===== src/rtl/div_clip_pkg.sv =====
// Shared definitions for the saturating fixed-point divider: FSM encoding,
// saturation constants and derived widths.
package div_clip_pkg;

    typedef enum logic [1:0] {
        IDLE = 2'd0,
        PREP = 2'd1,
        CALC = 2'd2,
        DONE = 2'd3
    } state_t;

    // Left shift that aligns the dividend so the integer quotient lands on BIN_PT_O.
    function automatic int shift_amt(input int bin_pt_n, input int bin_pt_d, input int bin_pt_o);
        return bin_pt_o - bin_pt_n + bin_pt_d;
    endfunction

    function automatic int cnt_width(input int width_o);
        return $clog2(width_o + 1);
    endfunction

    function automatic longint unsigned sat_max(input int w);
        return (64'd1 << (w - 1)) - 64'd1;
    endfunction

    function automatic longint unsigned sat_min(input int w);
        return 64'd1 << (w - 1);
    endfunction

endpackage


===== src/rtl/div_clip_core.sv =====
// Unsigned restoring divider: one quotient bit per clock, MSB first.
// The dividend bits and the quotient share one shift register.
module div_clip_core
    import div_clip_pkg::*;
#(
    parameter int WIDTH_D = 16,
    parameter int WIDTH_O = 16
) (
    input  logic               clk,
    input  logic               reset_n,
    input  logic               start,
    input  logic [WIDTH_D:0]   rem_init,
    input  logic [WIDTH_O-1:0] dvd_init,
    input  logic [WIDTH_D-1:0] dsr,
    output logic               last,
    output logic [WIDTH_O-1:0] quo_next
);
    localparam int RW    = WIDTH_D + 1;
    localparam int CNT_W = cnt_width(WIDTH_O);
    localparam logic [CNT_W-1:0] LAST_CNT = CNT_W'(WIDTH_O - 1);

    logic [RW-1:0]      rem_reg;
    logic [RW-1:0]      rem_next;
    logic [WIDTH_O-1:0] sh_reg;
    logic [WIDTH_D-1:0] dsr_reg;
    logic [CNT_W-1:0]   cnt_reg;
    logic               busy_reg;
    logic [RW:0]        trial;
    logic [RW:0]        dsr_ext;
    logic               q_bit;

    assign trial    = {rem_reg, sh_reg[WIDTH_O-1]};
    assign dsr_ext  = (RW + 1)'(dsr_reg);
    assign q_bit    = (trial >= dsr_ext);
    assign rem_next = q_bit ? RW'(trial - dsr_ext) : RW'(trial);
    assign quo_next = {sh_reg[WIDTH_O-2:0], q_bit};
    // Combinational so the top can register the final result on the same edge.
    assign last     = busy_reg && (cnt_reg == LAST_CNT);

    always_ff @(posedge clk or negedge reset_n) begin
        if (!reset_n) begin
            rem_reg  <= '0;
            sh_reg   <= '0;
            dsr_reg  <= '0;
            cnt_reg  <= '0;
            busy_reg <= 1'b0;
        end else if (start) begin
            rem_reg  <= rem_init;
            sh_reg   <= dvd_init;
            dsr_reg  <= dsr;
            cnt_reg  <= '0;
            busy_reg <= 1'b1;
        end else if (busy_reg) begin
            rem_reg <= rem_next;
            sh_reg  <= quo_next;
            cnt_reg <= cnt_reg + 1'b1;
            if (last)
                busy_reg <= 1'b0;
        end
    end

endmodule


===== src/rtl/div_clip.sv =====
// Signed fixed-point divider with saturation, O = clip(N / D), streaming
// valid/ready on both sides with a single division in flight.
module div_clip
    import div_clip_pkg::*;
#(
    parameter int WIDTH_N  = 16,
    parameter int BIN_PT_N = 14,
    parameter int WIDTH_D  = 16,
    parameter int BIN_PT_D = 14,
    parameter int WIDTH_O  = 16,
    parameter int BIN_PT_O = 12
) (
    input  logic               clk,
    input  logic               reset_n,
    input  logic [WIDTH_N-1:0] in_tdata_n,
    input  logic [WIDTH_D-1:0] in_tdata_d,
    input  logic               in_tvalid,
    output logic               in_tready,
    output logic [WIDTH_O-1:0] out_tdata,
    output logic               out_clip,
    output logic               out_dbz,
    output logic               out_tvalid,
    input  logic               out_tready
);
    localparam int S      = shift_amt(BIN_PT_N, BIN_PT_D, BIN_PT_O);
    localparam int SU     = (S < 0) ? 0 : S;
    localparam int MW     = WIDTH_N + SU + WIDTH_O;
    localparam int RFW    = WIDTH_N + SU;
    localparam int RW     = WIDTH_D + 1;
    localparam int CMP_W  = RFW + RW;
    localparam logic [WIDTH_O-1:0] MAX_O = WIDTH_O'(sat_max(WIDTH_O));
    localparam logic [WIDTH_O-1:0] MIN_O = WIDTH_O'(sat_min(WIDTH_O));

    if (S < 0) begin : g_bad_shift
        $error("div_clip: BIN_PT_O - BIN_PT_N + BIN_PT_D must be non-negative");
    end

    state_t             state_reg;
    logic [WIDTH_N-1:0] n_reg;
    logic [WIDTH_D-1:0] d_reg;
    logic               sign_reg;
    logic               n_neg_reg;
    logic               ovf_reg;
    logic               dbz_reg;

    logic [WIDTH_N-1:0] n_mag;
    logic [WIDTH_D-1:0] d_mag;
    logic [MW-1:0]      m;
    logic [RFW-1:0]     r_full;
    logic [CMP_W-1:0]   r_cmp;
    logic [CMP_W-1:0]   d_cmp;
    logic               core_last;
    logic [WIDTH_O-1:0] core_quo;
    logic [WIDTH_O-1:0] res_next;
    logic               clip_next;

    // Negating the most negative value wraps to itself, which is the right unsigned magnitude.
    assign n_mag  = n_reg[WIDTH_N-1] ? -n_reg : n_reg;
    assign d_mag  = d_reg[WIDTH_D-1] ? -d_reg : d_reg;
    assign m      = MW'(n_mag) << SU;
    assign r_full = m[MW-1:WIDTH_O];
    assign r_cmp  = CMP_W'(r_full);
    assign d_cmp  = CMP_W'(d_mag);

    assign in_tready  = (state_reg == IDLE);
    assign out_tvalid = (state_reg == DONE);

    div_clip_core #(
        .WIDTH_D (WIDTH_D),
        .WIDTH_O (WIDTH_O)
    ) u_core (
        .clk      (clk),
        .reset_n  (reset_n),
        .start    (state_reg == PREP),
        .rem_init (RW'(r_full)),
        .dvd_init (m[WIDTH_O-1:0]),
        .dsr      (d_mag),
        .last     (core_last),
        .quo_next (core_quo)
    );

    // A negative quotient of magnitude exactly 2^(WIDTH_O-1) is MIN and fits without clipping.
    always_comb begin
        res_next  = core_quo;
        clip_next = 1'b0;
        if (dbz_reg) begin
            res_next  = n_neg_reg ? MIN_O : MAX_O;
            clip_next = 1'b1;
        end else if (!sign_reg) begin
            if (ovf_reg || core_quo > MAX_O) begin
                res_next  = MAX_O;
                clip_next = 1'b1;
            end
        end else begin
            if (ovf_reg || core_quo > MIN_O) begin
                res_next  = MIN_O;
                clip_next = 1'b1;
            end else begin
                res_next = -core_quo;
            end
        end
    end

    always_ff @(posedge clk or negedge reset_n) begin
        if (!reset_n) begin
            state_reg <= IDLE;
            n_reg     <= '0;
            d_reg     <= '0;
            sign_reg  <= 1'b0;
            n_neg_reg <= 1'b0;
            ovf_reg   <= 1'b0;
            dbz_reg   <= 1'b0;
            out_tdata <= '0;
            out_clip  <= 1'b0;
            out_dbz   <= 1'b0;
        end else begin
            case (state_reg)
                IDLE: begin
                    if (in_tvalid) begin
                        n_reg     <= in_tdata_n;
                        d_reg     <= in_tdata_d;
                        state_reg <= PREP;
                    end
                end
                PREP: begin
                    sign_reg  <= n_reg[WIDTH_N-1] ^ d_reg[WIDTH_D-1];
                    n_neg_reg <= n_reg[WIDTH_N-1];
                    ovf_reg   <= (r_cmp >= d_cmp);
                    dbz_reg   <= (d_reg == '0);
                    state_reg <= CALC;
                end
                CALC: begin
                    if (core_last) begin
                        out_tdata <= res_next;
                        out_clip  <= clip_next;
                        out_dbz   <= dbz_reg;
                        state_reg <= DONE;
                    end
                end
                DONE: begin
                    if (out_tready)
                        state_reg <= IDLE;
                end
                default: state_reg <= IDLE;
            endcase
        end
    end

endmodule


===== config.mk =====
export PLATFORM = sky130hd
export DESIGN_NAME = div_clip
export DESIGN_NICKNAME = d
export VERILOG_FILES = /design/src/rtl/div_clip_pkg.sv /design/src/rtl/div_clip_core.sv /design/src/rtl/div_clip.sv
export SDC_FILE = /design/constraint.sdc
export NUM_CORES = 1
export LEC_CHECK = 0
export CORE_AREA = 2 2 121 241
export CTS_BUF_LIST = sky130_fd_sc_hd__clkbuf_8 sky130_fd_sc_hd__clkbuf_16
export DETAILED_ROUTE_END_ITERATION = 8
export DIE_AREA = 0 0 123 243
export PLACE_DENSITY = 0.48
export SLEW_MARGIN = 20
export SYNTH_ARGS = -nofsm -noshare
export SYNTH_HDL_FRONTEND = slang
export SYNTH_SLANG_ARGS = --single-unit

===== constraint.sdc =====
create_clock -name clk -period 8 [get_ports clk]
set_input_delay 0.8 -clock clk [delete_from_list [all_inputs] [get_ports clk]]
set_output_delay 0.8 -clock clk [all_outputs]
set_load 0.02 [all_outputs]

==> impl_metrics.csv <==
group,metric,value,unit
clock_network,cts_resized,0,
worst_hold_path,hp-class,"reg -> reg",
setup_path,critPathLaunchType,"flop",
finish,fill_cells,3049,
outcome,status,"finished clean",
route,post_drt_wl_per_cell,16.22,um
logic_synthesis,synth_edf_count,0,
die,fp.dieArea,0.02989,mm2
setup_path,worstPathArrival,4790,ps
global_routing,grt_pass1_vias,5618,
setup_path,path_cells,"inv_1, ha_1, fa_1, nand2b_1, a211oi_1, o31ai_1, nand2_2, clkinv_1, ha_1, inv_1, nor3_2, a21o_2, nand2_1, o31ai_1, a221oi_1, o21ai_0",
setup_path,crit_required,8240,ps
clock_network,cts_buffer_depth,2,
clock_network,cts_buffers,9,
logic_synthesis,synth-main-ff-cell,"dfrtp_1",
route,viasPerCell,4.849,
clock_network,post_cts_buffers,0,
clock_network,clk_pin_slew,80,ps
sta,finalSetupTns,0,ps
finish,largest_reg_flops,17,
logic_synthesis,ys_warn_count,0,
global_routing,grt.total_usage,12.79,%
clock_network,cts_root_buffer,"clkbuf_16",
route,route.detailed.drc,0,
sta,period_needed,4548,ps
die,rows,87,
job,drv_cap,0,
logic_synthesis,ys_ff_latch,111,
die,fp.dieH,243,um
logic_synthesis,syn_inst,741,
sta,final_max_slew_viol_count,0,
clock_network,htreeDepth,3,
global_routing,grt_max_degree,84,
sta,worst_slew_pin_slew,1037,ps
setup_path,path_max_fanout,18,
logic_synthesis,synth_nets,815,
route,dr.pass1.iters,4,
die,core,0.02808,mm2
die,chipWidth,123,um
sta,max_freq,0.2199,GHz
power,irDropWorstVdd,0.1543,mV
setup_path,critPathMaxStageDelay,600,ps
clock_network,clock_latency,380,ps
setup_path,worst-setup-path-type,"reg -> reg",
power,p_per_area,461.8,mW/mm2
setup_path,end_kind,"flop",
logic_synthesis,synth_area,0.006935,mm2
clock_network,postCtsHoldBufs,0,
route,drtIter0Drc,189,
sta,setup_viol,0,
route,via_count,5494,
finish,final_layout_size_suffix_gt1_share,9.653,%
global_routing,antenna_found_initial,0,
global_routing,grt_pass1_wl,29770,um
placement,portBuffers,55,
finish,fin_util,28.77,%
setup_path,slowest_stage,"clkinv_1",
sta,slew_headroom,30.75,%
finish,final_nets,847,
sta,hold_violations,0,
power,total_leakage_power,3.521,nW
logic_synthesis,async_flop_share,100.0,%
route,drt_wl_total,18380,um
placement,place_ws,3432,ps
logic_synthesis,ys_seq_area_share,40.05,%
clock_network,cts_tree,"built",
placement,hpwl,13770,um
sta,finClkSkew,17.08,ps
route,ant_nets,0,
finish,diodes,0,
finish,syn_to_final_growth,16.49,%
sta,fin_crit_sh,56.85,%
global_routing,overflow,0,
die,io_pins,56,
logic_synthesis,synth_cell_type_count,61,
sta,rsz0062_at_grt,"no",
die,start_util,24.69,%
sta,setup_ws,3452,ps
placement,gp_congestion,0.8320,
clock_network,cts.sinks,111,
logic_synthesis,syn_avg_cell_area,9.360,um2
power,total_power,3.731,mW
[worst max-delay path, delay by kind of cell (launching register included)]
family,cells,cell delay (ps)
compound gates,6,1380
fa+ha+maj,3,1060
buf+inv,3,770
flops,1,390
simple gates,4,800
[routing by layer]
metal	global-route usage, %	wire (um)
met4	6.016	629
met3	2.021	544
met2	24.75	10440
met5	0	0
met1	12.78	6763
[final timing paths]
kind / from / end / slack (ps) / cells past startpoint
setup / recovery: u_core.sh_reg[15]$_DFFE_PN0P_ / out_tdata[4]$_DFFE_PN0P_ / 3450 / 16
hold / removal: out_tdata[10]$_DFFE_PN0P_ / out_tdata[10]$_DFFE_PN0P_ / 480 / 2
setup reg to reg: u_core.sh_reg[15]$_DFFE_PN0P_ / out_tdata[4]$_DFFE_PN0P_ / 3450 / 16
hold reg to reg: out_tdata[10]$_DFFE_PN0P_ / out_tdata[10]$_DFFE_PN0P_ / 480 / 2
max in group asynchronous: reset_n / u_core.busy_reg$_DFF_PN0_ / 6270 / 2
min in group asynchronous: reset_n / d_reg[10]$_DFFE_PN0P_ / 550 / 1
[cell families after synthesis]
group	Yosys count	share of synthesized area, %
XOR/XNOR	42	5.304
buffers and inverters	72	4.041
adder cells (fa/ha/maj)	38	6.964
AND/OR/NAND/NOR	232	16.99
multiplexers	67	10.32
flip-flops	111	40.05
AO/OA/AOI/OAI	179	16.33
[metrics by stage]
step	hold slack, ps	instances	area [um2]
after global routing	517.7	1133	8079
after CTS	491.5	1133	8079
after detailed placement	473.1	1118	7814
after floorplan	482.2	741	6935
after global placement	464.6	1118	7814
final	479.8	1133	8079
[final cells by class]
type | instances | area, um2 | share of cell area (%)
clock inverter | 6 | 40.04 | 0.4956
multi-input combinational | 558 | 3880 | 48.03
clock buffer | 9 | 225.2 | 2.788
inverter | 33 | 123.9 | 1.533
timing repair buffer | 60 | 585.6 | 7.248
sequential | 111 | 2779 | 34.40
tap | 356 | 445.4 | 5.513
[placed cells by master, fill, tap and decap left out, types with 9 or more instances in the layout]
cell	instances
ha_1	36
clkbuf_16	9
nor2_1	75
a211oi_1	15
clkdlybuf4s50_1	54
nor3_1	20
nand3_1	11
a21o_1	13
a21oi_1	57
inv_1	34
mux2_2	36
mux2i_1	31
xnor2_1	23
nor3b_1	12
xor2_1	19
nand4_1	10
nand2_1	53
dfrtp_1	110
o21ai_0	43
nand2b_1	9
o31ai_1	14
[cells in the mapped netlist, types with 3 or more instances]
library cell,count,area share (%)
buf_1,5,0.27
dfrtp_1,111,40
ha_1,37,6.7
nand2_1,53,2.9
nor2_1,75,4.1
o41ai_1,5,0.63
mux2i_1,31,4.5
nor3_1,20,1.4
or4_4,5,0.81
a211oi_1,15,1.6
clkbuf_1,28,1.5
o31ai_1,14,1.5
nand4_1,10,0.90
a21oi_1,57,4.1
nand2b_1,9,0.81
a21o_1,13,1.4
nor4_1,5,0.45
xnor2_1,23,2.9
or3_1,3,0.27
a221oi_1,4,0.51
o21ai_0,43,3.1
and3_1,3,0.27
o21a_1,3,0.32
a311oi_1,4,0.51
inv_1,32,1.7
xor2_1,19,2.4
buf_2,5,0.36
or4_1,4,0.43
nor3b_1,12,1.3
nand3_1,11,0.79
nor2b_1,8,0.72
a211o_1,3,0.38
mux2_2,36,5.8
[where the power goes]
part / internal [mW] / switching [mW]
Sequential: 0.808 / 0.294
Clock: 0.209 / 0.225
Combinational: 0.966 / 1.23
Total: 1.98 / 1.75
Note: power is estimated with default switching activity, not from simulation.
